--- src/rtl/hsv_core_pkg.sv ---
// Shared types and constants for the core back-end retirement path.
// Holds the retire FSM state encoding and the per-unit result record.
// Unit records use maximum field widths; narrower instances zero-extend.
package hsv_core_pkg;

  localparam int NUM_RETIRE_UNITS   = 5;
  localparam int RETIRE_TOKEN_W_MAX = 8;
  localparam int RETIRE_XLEN_MAX    = 64;
  localparam int RETIRE_RD_W        = 5;

  typedef enum logic {
    RUN   = 1'b0,
    FLUSH = 1'b1
  } retire_state_t;

  // One execution-unit result, unpacked from the flat channel buses.
  typedef struct packed {
    logic [RETIRE_TOKEN_W_MAX-1:0] token;
    logic                          wr_en;
    logic [RETIRE_RD_W-1:0]        rd;
    logic [RETIRE_XLEN_MAX-1:0]    data;
    logic                          trap;
    logic [RETIRE_XLEN_MAX-1:0]    target;
  } retire_unit_t;

  // One-hot register mask for a destination register index.
  function automatic logic [31:0] rd_onehot(input logic [RETIRE_RD_W-1:0] rd);
    logic [31:0] m;
    m     = '0;
    m[rd] = 1'b1;
    return m;
  endfunction

endpackage

--- src/rtl/hsv_core_retire_arb_if.sv ---
// Execution-unit result channels into the retirement arbiter.
// master = execution units (drive results), slave = arbiter (drives ready).
// unit_ready_o is a combinational grant; a result is consumed on valid & ready.
interface hsv_core_retire_arb_if
  import hsv_core_pkg::*;
#(
  parameter int NUM_UNITS = NUM_RETIRE_UNITS,
  parameter int TOKEN_W   = 3,
  parameter int XLEN      = 32
);

  logic [NUM_UNITS-1:0]         unit_valid_i;
  logic [NUM_UNITS-1:0]         unit_ready_o;
  logic [NUM_UNITS*TOKEN_W-1:0] unit_token_i;
  logic [NUM_UNITS-1:0]         unit_wr_en_i;
  logic [NUM_UNITS*5-1:0]       unit_rd_i;
  logic [NUM_UNITS*XLEN-1:0]    unit_data_i;
  logic [NUM_UNITS-1:0]         unit_trap_i;
  logic [NUM_UNITS*XLEN-1:0]    unit_target_i;

  modport master (
    output unit_valid_i, unit_token_i, unit_wr_en_i, unit_rd_i,
           unit_data_i, unit_trap_i, unit_target_i,
    input  unit_ready_o
  );

  modport slave (
    input  unit_valid_i, unit_token_i, unit_wr_en_i, unit_rd_i,
           unit_data_i, unit_trap_i, unit_target_i,
    output unit_ready_o
  );

endinterface

--- src/rtl/hsv_core_flush_collect.sv ---
// Sticky collector of per-stage flush acknowledgements.
// done is combinational: asserted in the cycle the last missing ack arrives.
// No backpressure; the sticky state clears whenever start drops or done fires.
module hsv_core_flush_collect
  import hsv_core_pkg::*;
#(
  parameter int NUM_FLUSH_ACKS = 8
) (
  input  logic                      clk_core,
  input  logic                      rst_core,
  input  logic                      start,
  input  logic [NUM_FLUSH_ACKS-1:0] ack,
  output logic                      done
);

  logic [NUM_FLUSH_ACKS-1:0] sticky_q;

  // Acks seen so far this flush plus the ones arriving now cover every stage.
  assign done = start && (&(sticky_q | ack));

  // Accumulate acks while a flush is outstanding; start fresh for the next one.
  always_ff @(posedge clk_core) begin
    if (rst_core) begin
      sticky_q <= '0;
    end else if (!start || done) begin
      sticky_q <= '0;
    end else begin
      sticky_q <= sticky_q | ack;
    end
  end

endmodule

--- src/rtl/hsv_core_retire_arb.sv ---
// In-order retirement arbiter: grants the unit holding the expected token.
// Latency: grant to regfile write / flush request is 1 cycle.
// Only the token-matching unit sees ready; all units stall during a flush.
module hsv_core_retire_arb
  import hsv_core_pkg::*;
#(
  parameter int NUM_UNITS      = NUM_RETIRE_UNITS,
  parameter int TOKEN_W        = 3,
  parameter int XLEN           = 32,
  parameter int NUM_FLUSH_ACKS = 8
) (
  input  logic                      clk_core,
  input  logic                      rst_core,
  hsv_core_retire_arb_if.slave      units,
  input  logic                      issue_set_i,
  input  logic [4:0]                issue_rd_i,
  output logic [31:0]               commit_mask_o,
  output logic [TOKEN_W-1:0]        token_o,
  output logic                      wr_en_o,
  output logic [4:0]                wr_addr_o,
  output logic [XLEN-1:0]           wr_data_o,
  output logic [NUM_UNITS-1:0]      commit_unit_o,
  output logic                      flush_req_o,
  output logic [XLEN-1:0]           flush_target_o,
  input  logic [NUM_FLUSH_ACKS-1:0] flush_ack_i
);

  retire_state_t        state_q, state_d;
  logic [TOKEN_W-1:0]   token_q, token_d;
  logic [31:0]          mask_q, mask_d;
  logic                 wr_en_q, wr_en_d;
  logic [4:0]           wr_addr_q, wr_addr_d;
  logic [XLEN-1:0]      wr_data_q, wr_data_d;
  logic [NUM_UNITS-1:0] commit_q, commit_d;
  logic [XLEN-1:0]      target_q, target_d;

  retire_unit_t         ch [NUM_UNITS];
  retire_unit_t         sel;
  logic [NUM_UNITS-1:0] grant;
  logic                 grant_any;
  logic                 flush_done;
  logic                 unused_sel;

  // Unpack the flat channel buses into one record per unit.
  always_comb begin
    for (int i = 0; i < NUM_UNITS; i++) begin
      ch[i]                     = '0;
      ch[i].token[TOKEN_W-1:0]  = units.unit_token_i[i*TOKEN_W +: TOKEN_W];
      ch[i].wr_en               = units.unit_wr_en_i[i];
      ch[i].rd                  = units.unit_rd_i[i*5 +: 5];
      ch[i].data[XLEN-1:0]      = units.unit_data_i[i*XLEN +: XLEN];
      ch[i].trap                = units.unit_trap_i[i];
      ch[i].target[XLEN-1:0]    = units.unit_target_i[i*XLEN +: XLEN];
    end
  end

  // Grant the lowest-index valid unit whose token is next in program order.
  always_comb begin
    grant     = '0;
    grant_any = 1'b0;
    for (int i = 0; i < NUM_UNITS; i++) begin
      if (!grant_any && (state_q == RUN) && units.unit_valid_i[i] &&
          (ch[i].token[TOKEN_W-1:0] == token_q)) begin
        grant[i]  = 1'b1;
        grant_any = 1'b1;
      end
    end
  end

  assign units.unit_ready_o = grant;

  // Select the granted record; grant is one-hot or zero.
  always_comb begin
    sel = '0;
    for (int i = 0; i < NUM_UNITS; i++) begin
      if (grant[i]) begin
        sel = ch[i];
      end
    end
  end

  // Zero-extended upper field bits carry no information at narrow widths.
  assign unused_sel = ^sel;

  hsv_core_flush_collect #(
    .NUM_FLUSH_ACKS (NUM_FLUSH_ACKS)
  ) u_flush_collect (
    .clk_core (clk_core),
    .rst_core (rst_core),
    .start    (state_q == FLUSH),
    .ack      (flush_ack_i),
    .done     (flush_done)
  );

  // Next-state, retire bookkeeping and pending-mask update.
  always_comb begin
    state_d   = state_q;
    token_d   = token_q;
    mask_d    = mask_q;
    wr_en_d   = 1'b0;
    wr_addr_d = wr_addr_q;
    wr_data_d = wr_data_q;
    commit_d  = '0;
    target_d  = target_q;

    unique case (state_q)
      RUN: begin
        if (grant_any) begin
          commit_d = grant;
          if (sel.trap) begin
            target_d = sel.target[XLEN-1:0];
            state_d  = FLUSH;
          end else begin
            wr_en_d   = sel.wr_en && (sel.rd != 5'd0);
            wr_addr_d = sel.rd;
            wr_data_d = sel.data[XLEN-1:0];
            token_d   = token_q + 1'b1;
            if (wr_en_d) begin
              mask_d = mask_q & ~rd_onehot(sel.rd);
            end
          end
        end
        // Applied after the clear so a same-cycle newer producer keeps the bit.
        if (issue_set_i && (issue_rd_i != 5'd0)) begin
          mask_d = mask_d | rd_onehot(issue_rd_i);
        end
      end
      FLUSH: begin
        if (flush_done) begin
          state_d = RUN;
          token_d = '0;
          mask_d  = '0;
        end
      end
      default: begin
        state_d = RUN;
      end
    endcase

    mask_d[0] = 1'b0;
  end

  // State and output registers.
  always_ff @(posedge clk_core) begin
    if (rst_core) begin
      state_q   <= RUN;
      token_q   <= '0;
      mask_q    <= '0;
      wr_en_q   <= 1'b0;
      wr_addr_q <= '0;
      wr_data_q <= '0;
      commit_q  <= '0;
      target_q  <= '0;
    end else begin
      state_q   <= state_d;
      token_q   <= token_d;
      mask_q    <= mask_d;
      wr_en_q   <= wr_en_d;
      wr_addr_q <= wr_addr_d;
      wr_data_q <= wr_data_d;
      commit_q  <= commit_d;
      target_q  <= target_d;
    end
  end

  assign commit_mask_o  = mask_q;
  assign token_o        = token_q;
  assign wr_en_o        = wr_en_q;
  assign wr_addr_o      = wr_addr_q;
  assign wr_data_o      = wr_data_q;
  assign commit_unit_o  = commit_q;
  assign flush_req_o    = (state_q == FLUSH);
  assign flush_target_o = target_q;

endmodule
--- src/flat_wrapper.sv ---
// flat-port wrapper written by rule: the top's interface ports become plain ports
module hsv_core_retire_arb_flat import hsv_core_pkg::*;
#(
  parameter int NUM_UNITS      = NUM_RETIRE_UNITS,
  parameter int TOKEN_W        = 3,
  parameter int XLEN           = 32,
  parameter int NUM_FLUSH_ACKS = 8
)
  (clk_core, rst_core, issue_set_i, issue_rd_i, commit_mask_o, token_o, wr_en_o, wr_addr_o, wr_data_o, commit_unit_o, flush_req_o, flush_target_o, flush_ack_i, units_unit_valid_i, units_unit_token_i, units_unit_wr_en_i, units_unit_rd_i, units_unit_data_i, units_unit_trap_i, units_unit_target_i, units_unit_ready_o);
  hsv_core_retire_arb_if #(.NUM_UNITS(NUM_UNITS), .TOKEN_W(TOKEN_W), .XLEN(XLEN)) units_i ();
  input  logic clk_core;
  input  logic rst_core;
  input  logic issue_set_i;
  input  logic [4:0] issue_rd_i;
  output logic [31:0] commit_mask_o;
  output logic [TOKEN_W-1:0] token_o;
  output logic wr_en_o;
  output logic [4:0] wr_addr_o;
  output logic [XLEN-1:0] wr_data_o;
  output logic [NUM_UNITS-1:0] commit_unit_o;
  output logic flush_req_o;
  output logic [XLEN-1:0] flush_target_o;
  input  logic [NUM_FLUSH_ACKS-1:0] flush_ack_i;
  input wire logic [$bits(units_i.unit_valid_i)-1:0] units_unit_valid_i;
  input wire logic [$bits(units_i.unit_token_i)-1:0] units_unit_token_i;
  input wire logic [$bits(units_i.unit_wr_en_i)-1:0] units_unit_wr_en_i;
  input wire logic [$bits(units_i.unit_rd_i)-1:0] units_unit_rd_i;
  input wire logic [$bits(units_i.unit_data_i)-1:0] units_unit_data_i;
  input wire logic [$bits(units_i.unit_trap_i)-1:0] units_unit_trap_i;
  input wire logic [$bits(units_i.unit_target_i)-1:0] units_unit_target_i;
  output wire logic [$bits(units_i.unit_ready_o)-1:0] units_unit_ready_o;
  assign units_i.unit_valid_i = units_unit_valid_i;
  assign units_i.unit_token_i = units_unit_token_i;
  assign units_i.unit_wr_en_i = units_unit_wr_en_i;
  assign units_i.unit_rd_i = units_unit_rd_i;
  assign units_i.unit_data_i = units_unit_data_i;
  assign units_i.unit_trap_i = units_unit_trap_i;
  assign units_i.unit_target_i = units_unit_target_i;
  assign units_unit_ready_o = units_i.unit_ready_o;
  hsv_core_retire_arb #(.NUM_UNITS(NUM_UNITS), .TOKEN_W(TOKEN_W), .XLEN(XLEN), .NUM_FLUSH_ACKS(NUM_FLUSH_ACKS)) u_core (.clk_core(clk_core), .rst_core(rst_core), .units(units_i), .issue_set_i(issue_set_i), .issue_rd_i(issue_rd_i), .commit_mask_o(commit_mask_o), .token_o(token_o), .wr_en_o(wr_en_o), .wr_addr_o(wr_addr_o), .wr_data_o(wr_data_o), .commit_unit_o(commit_unit_o), .flush_req_o(flush_req_o), .flush_target_o(flush_target_o), .flush_ack_i(flush_ack_i));
endmodule
--- config.mk ---
export PLATFORM = sky130hd
export DESIGN_NAME = hsv_core_retire_arb_flat
export DESIGN_NICKNAME = d
export VERILOG_FILES = /design/src/rtl/hsv_core_pkg.sv /design/src/rtl/hsv_core_retire_arb_if.sv /design/src/rtl/hsv_core_flush_collect.sv /design/src/rtl/hsv_core_retire_arb.sv /design/src/flat_wrapper.sv
export SDC_FILE = /design/constraint.sdc
export NUM_CORES = 1
export LEC_CHECK = 0
export ABC_AREA = 1
export CAP_MARGIN = 10
export CORE_AREA = 4 4 193 195
export CTS_BUF_LIST = sky130_fd_sc_hd__clkbuf_8
export DETAILED_ROUTE_END_ITERATION = 8
export DIE_AREA = 0 0 197 199
export GPL_TIMING_DRIVEN = 0
export PLACE_DENSITY_LB_ADDON = 0.25
export SYNTH_ARGS = -nofsm -noshare
export SYNTH_HDL_FRONTEND = slang
export SYNTH_SLANG_ARGS = --single-unit
--- constraint.sdc ---
create_clock -name clk_core -period 3.9 [get_ports clk_core]
set_input_delay 0.78 -clock clk_core [delete_from_list [all_inputs] [get_ports clk_core]]
set_output_delay 0.78 -clock clk_core [all_outputs]
set_load 0.005 [all_outputs]
==> results.json, run 1 <==
{
  "fmaxAchievable_mhz": 265.8,
  "n_fill_cell": 3789,
  "synth-edff-count": 0,
  "dieArea_sq_um": 39200,
  "period_needed_ns": 3.763,
  "grt_max_degree": 23,
  "synthToLayoutAreaGrowth_pct": 82.58,
  "grt_first_pass_wirelength_microns": 64070,
  "coreArea_sq_um": 35400,
  "synthCells": 1123,
  "synth-async-reset-ratio_pct": 0,
  "comb_power_share_pct": 36.5,
  "fin_util_pct": 37.98,
  "status": "finished, final reports clean",
  "viasPerCell": 4.639,
  "relSlewSlack_pct": 40.37,
  "cp_data_required_time_ns": 3.12,
  "multi_input_area_sq_um": 4488,
  "ys_seq_elements": 118,
  "clock_path_buffers": 2,
  "placed_area_sq_um": 13000,
  "slew_violations": 0,
  "synthMuxAreaShare_pct": 0,
  "cts_tree": "yes",
  "pwr_density_cell_nw_per_um2": 326.8,
  "synth_xor_area_share_pct": 0.2379,
  "portBuffers": 505,
  "synthesis.nets": 1515,
  "vias": 9816,
  "crit_fanout": 19,
  "hp-class": "reg -> reg",
  "wl_per_cell_microns": 21.38,
  "num_rows": 69,
  "drt_first_iter_violations": 486,
  "place_congestion": 0.8848,
  "p_sw_mw": 1.503,
  "fin_crit_sh_pct": 96.49,
  "synth.largest_area_cell": "dfxtp_1",
  "postRouteAntennaNets": 0,
  "ctsHoldBuffers": 0,
  "final_hold_viol_count": 0,
  "fin_worst_skew_ns": 0.02072,
  "drv_cap": 0,
  "critPathArrivalTime_ns": 2.98,
  "grt_pass1_vias": 9883,
  "final_cell_mix": "clkdlybuf4s50_1, nand2_1, dfxtp_1",
  "internal_power_mw": 2.891,
  "synth.top_cells.by_area": "dfxtp_1, nand2_1, a22o_1, a21oi_1, a41oi_1",
  "worstSetupPathType": "in -> out",
  "clk_pin_slew_worst_paths_ns": 0.08,
  "grt_antenna_before_repair": 2,
  "drtPass1Iterations": 5,
  "ir_drop_v": 0.0001872,
  "final_cell_area_sq_um": 13440,
  "die_y_microns": 199,
  "drive_gt1_share_pct": 6.651,
  "ff_latch_area_sq_um": 2362,
  "synth_top_area_share_pct": 32.08,
  "drc_errors": 0,
  "nNetsFinal": 2033,
  "clk_latency_ns": 0.45,
  "die_x_microns": 197,
  "ys.warnings.count": 0,
  "syn-mean-instance-area_sq_um": 6.557,
  "synth_top_family_by_area": "simple AND/OR/NAND/NOR gates",
  "synth_compound_area_share_pct": 23.48,
  "htree_levels": 4,
  "ys_seq_area_share_pct": 32.08,
  "yosysUniqueCellTypes": 39,
  "rsz0062_at_grt": "false",
  "p_clk_share_pct": 30.4,
  "synthSimpleGateAreaFrac_pct": 37.01,
  "grt_util_all_layers_pct": 21.98,
  "power_frac_seq_pct": 33.1,
  "io_pins": 507,
  "tightest_slew_ns": 0.8944,
  "initial_utilization_pct": 20.80,
  "overflow": 0,
  "start_kind": "input port",
  "setup_viol": 0,
  "synth_ff_type": "dfxtp_1",
  "synth_fa_ha_area_share_pct": 0.1699,
  "cp-end-kind": "output pin",
  "leakagePower_nw": 5.260,
  "layout_commonest_cell": "clkdlybuf4s50_1",
  "netSwitchingFraction_pct": 34.21,
  "p_total_mw": 4.394,
  "dp_hpwl_microns": 38160,
  "cts_buffers": 17,
  "cts_root_buf": "clkbuf_8",
  "synth_area_sq_um": 7363,
  "cts_sinks": 118,
  "wirelength_microns": 45250
}
-- cell type report --
type                       instances  area share [%]
timing repair buffer             505           37.60
multi-input combinational        887           33.38
sequential                       118           17.57
tap                              461           4.290
buffer                            62           2.373
clock buffer                      18           1.843
clock inverter                    14           1.470
inverter                          50           1.452
antenna                            1         0.01861
-- critical path: stages --
cell and delay [ns]:
clkdlybuf4s50_1 0.50, nand2_1 0.06, nand2_1 0.08, nand2_1 0.08, nor2_4 0.19, nand3_4 0.20
inv_2 0.18, buf_4 0.31, clkdlybuf4s50_1 0.58
-- Yosys cell counts (all sizes together), types with 2 or more instances --
cell type / number
a21oi: 106
a221oi: 4
a22o: 60
a41oi: 50
buf: 41
clkbuf: 27
dfxtp: 118
inv: 50
nand2: 446
nand3: 57
nand4: 6
nor2: 104
nor3: 11
nor4: 3
o211a: 2
o21ai: 29
o22ai: 2
or2: 3
xor2: 2
-- per-layer routing --
metal  wire (microns)  global-route usage, %  up-vias
met5               13                      0        -
met4             1255                  6.703        2
met3             3701                  6.284       56
met2            20950                  36.68      416
met1            19330                  27.60     4495
li1                 -                      -     4847
-- power groups by stage --
| stage | clock network [mW] | registers (mW) | logic (mW) |
|---|---|---|---|
| floorplan | 0 | 1.46 | 0.593 |
| global placement | 0 | 1.48 | 1.62 |
| detailed placement | 0 | 1.48 | 1.62 |
| CTS | 1.38 | 1.46 | 1.62 |
| global route | 1.42 | 1.47 | 1.74 |
| finish | 1.34 | 1.45 | 1.60 |
-- path summary, 6_finish.rpt --
kind / start / end / slack, ns / cells after the start
setup / recovery: units_unit_token_i[7] / units_unit_ready_o[2] / 0.14 / 9
hold / removal: u_core.u_flush_collect.sticky_q[2] / u_core.u_flush_collect.sticky_q[2] / 0.47 / 2
setup reg to reg: u_core.token_o[0] / u_core.flush_target_o[10] / 0.82 / 13
hold reg to reg: u_core.u_flush_collect.sticky_q[2] / u_core.u_flush_collect.sticky_q[2] / 0.47 / 2
-- cell families after synthesis --
| group | count (synthesis) |
|---|---|
| xor+xnor | 2 |
| flops | 118 |
| simple gates | 630 |
| fa+ha+maj | 1 |
| compound gates | 253 |
| other cells | 1 |
| buf+inv | 118 |
-- sequential cells by signal, indices dropped and copies added (netlist names) --
signal,cells
u_core.flush_target_o,32
u_core.wr_data_o,32
u_core.commit_mask_o,31
u_core.u_flush_collect.sticky_q,8
u_core.commit_unit_o,5
u_core.wr_addr_o,5
u_core.token_o,3
u_core.flush_req_o,1
u_core.wr_en_o,1
-- what timing repair did --
| action | CTS | global route |
|---|---|---|
| setup endpoints to repair | 5 | 4 |
| setup buffers | 0 | 0 |
| gates resized for setup | 4 | 5 |
-- through the flow --
step	std cells	hold WS, ns	setup WS, ns	TNS [ns]
after global routing	2116	0.4979	0.01119	0
final	2116	0.4730	0.1371	0
after global placement	2089	0.4422	-0.5575	-1.889
after floorplan	1123	0.4361	1.101	0
after CTS	2115	0.4735	0.01041	0
after detailed placement	2089	0.4545	-0.5340	-1.945
(Power assumes the default switching activity.)
==> run 2: changes to the inputs <==
--- a/config.mk
+++ b/config.mk
@@ -9,6 +9,7 @@
 export CAP_MARGIN = 10
 export CORE_AREA = 4 4 193 195
 export CTS_BUF_LIST = sky130_fd_sc_hd__clkbuf_8
+export CTS_CLUSTER_DIAMETER = 150
 export DETAILED_ROUTE_END_ITERATION = 8
 export DIE_AREA = 0 0 197 199
 export GPL_TIMING_DRIVEN = 0
==> results of run 2 <==
No change in the layout: final DEF, timing and power equal those of run 1.
==> run 3: changes to the inputs <==
--- a/config.mk
+++ b/config.mk
@@ -17,3 +17,4 @@
 export SYNTH_ARGS = -nofsm -noshare
 export SYNTH_HDL_FRONTEND = slang
 export SYNTH_SLANG_ARGS = --single-unit
+export TNS_END_PERCENT = 5
==> run 3 against run 2 <==
Non-clock buffer count increased by 2. Register-to-register slack about the same. Sequential share of layout area about the same. Critical path type unchanged. Critical endpoint is now units_unit_ready_o[4].
==> results.json, run 3 (synthesized netlist as in run 1, its figures left out) <==
{
  "status": "finished, final reports clean",
  "cp_slowest_cell": "clkdlybuf4s50_1",
  "portBuffers": 505,
  "cts_buffers": 17,
  "fin_ws_ns": 0.09177,
  "vias": 9803,
  "place_congestion": 0.8848,
  "ir_drop_v": 0.0001877,
  "dieArea_sq_um": 39200,
  "io_pins": 507,
  "reg2reg_depth": 13,
  "n_fill_cell": 3785,
  "clock_path_buffers": 2,
  "rsz0062_at_grt": "true",
  "worstSetupPathType": "in -> out",
  "drt_first_iter_violations": 476,
  "start_kind": "input port",
  "fin_worst_skew_ns": 0.02191,
  "fin_util_pct": 38.07,
  "drive_gt1_share_pct": 6.763,
  "final_cell_mix": "clkdlybuf4s50_1, nand2_1, dfxtp_1",
  "tightest_slew_ns": 1.009,
  "layout_commonest_cell": "clkdlybuf4s50_1",
  "cts_tree": "yes",
  "drtPass1Iterations": 6,
  "hp-start": "u_core.u_flush_collect.sticky_q[2]",
  "fin_crit_sh_pct": 97.65,
  "period_needed_ns": 3.808,
  "cp_data_required_time_ns": 3.12,
  "pwr_density_cell_nw_per_um2": 326.5,
  "grt_max_degree": 20,
  "hold_depth": 2,
  "crit_chain": "clkdlybuf4s50_1 > inv_1 > nand2_1 > nand2_1 > nor2_1 > nand2_2 > nand2_4 > nor2_8 > nand3_4 > inv_4 > buf_8 > clkdlybuf4s50_1",
  "final_cell_area_sq_um": 13470,
  "clk_latency_ns": 0.45,
  "die_x_microns": 197,
  "reg2reg_to": "u_core.flush_target_o[10]",
  "multi_input_area_sq_um": 4494,
  "dp_hpwl_microns": 38160,
  "reg2reg_slack_ns": 0.81,
  "crit_fanout": 19,
  "clk_pin_slew_worst_paths_ns": 0.08,
  "cts_sinks": 118,
  "r2r-start": "u_core.token_o[1]",
  "cp-end-kind": "output pin",
  "wl_per_cell_microns": 21.43,
  "die_y_microns": 199,
  "grt_antenna_before_repair": 2,
  "leakagePower_nw": 5.278,
  "slowest_delay_ns": 0.55,
  "postRouteAntennaNets": 0,
  "wirelength_microns": 45390,
  "num_rows": 69,
  "ff_latch_area_sq_um": 2362,
  "placed_area_sq_um": 13000,
  "grt_first_pass_wirelength_microns": 64250,
  "drc_errors": 0,
  "overflow": 0,
  "htree_levels": 4,
  "relSlewSlack_pct": 32.75,
  "critPathArrivalTime_ns": 3.03,
  "hp-class": "reg -> reg",
  "synthToLayoutAreaGrowth_pct": 82.99,
  "grt_util_all_layers_pct": 22.06,
  "p_total_mw": 4.400,
  "nNetsFinal": 2035,
  "hold_end": "u_core.u_flush_collect.sticky_q[2]",
  "drv_cap": 0,
  "initial_utilization_pct": 20.80,
  "setup_viol": 0,
  "cts_root_buf": "clkbuf_8",
  "grt_pass1_vias": 9891,
  "ctsHoldBuffers": 0,
  "viasPerCell": 4.628,
  "slew_violations": 0,
  "dp_slack_ns": -0.5340,
  "coreArea_sq_um": 35400,
  "final_hold_viol_count": 0,
  "fmaxAchievable_mhz": 262.6
}
## run 3: repair_timing
item / 4_1_cts / 5_1_grt
setup buffers: 0 / 0
endpoints found under the setup margin: 5 / 4
resized for setup: 8 / 7
## run 3: critical path, delay by kind of cell
kind          cells  cell delay (ns)
buf+inv           5             1.42
simple gates      7             0.81
## run 3: worst max path at each step
stage                                       end                   start  cells after the start
final                     units_unit_ready_o[4]   units_unit_token_i[4]                     12
after global routing      units_unit_ready_o[4]   units_unit_token_i[4]                     12
after CTS                 units_unit_ready_o[1]   units_unit_token_i[0]                     10
after detailed placement  units_unit_ready_o[4]  units_unit_token_i[12]                     10
after global placement    units_unit_ready_o[4]  units_unit_token_i[12]                     10
after floorplan           units_unit_ready_o[4]   units_unit_token_i[4]                     11
## run 3: final cells by class
class | count | share of cell area [%]
diodes | 1 | 0.01857
clock inverters | 14 | 1.467
repair buffers | 505 | 37.52
clock buffers | 18 | 1.839
inverters | 50 | 1.430
well taps | 461 | 4.281
flip-flops and latches | 118 | 17.53
multi-input cells | 887 | 33.35
plain buffers | 64 | 2.563
## run 3: layer usage
layer | global-route usage, % | routed length, microns
met4 | 6.497 | 1201
met1 | 27.55 | 19200
met5 | 0 | 13
met2 | 36.94 | 21130
met3 | 6.538 | 3835
## run 3: through the flow
stage               setup TNS [ns]  instances  hold WS, ns
floorplan                        0       1123       0.4361
global placement            -1.889       2089       0.4422
detailed placement          -1.945       2089       0.4545
CTS                              0       2117       0.4735
global route              -0.04149       2118       0.4979
finish                           0       2118       0.4744
## run 3: report_power, final
| part | total (mW) | leakage (nW) | internal [mW] | switching [mW] |
|---|---|---|---|---|
| sequential | 1.46 | 0.961 | 1.35 | 0.110 |
| clock | 1.34 | 0.220 | 0.723 | 0.615 |
| combinational | 1.61 | 4.10 | 0.826 | 0.781 |
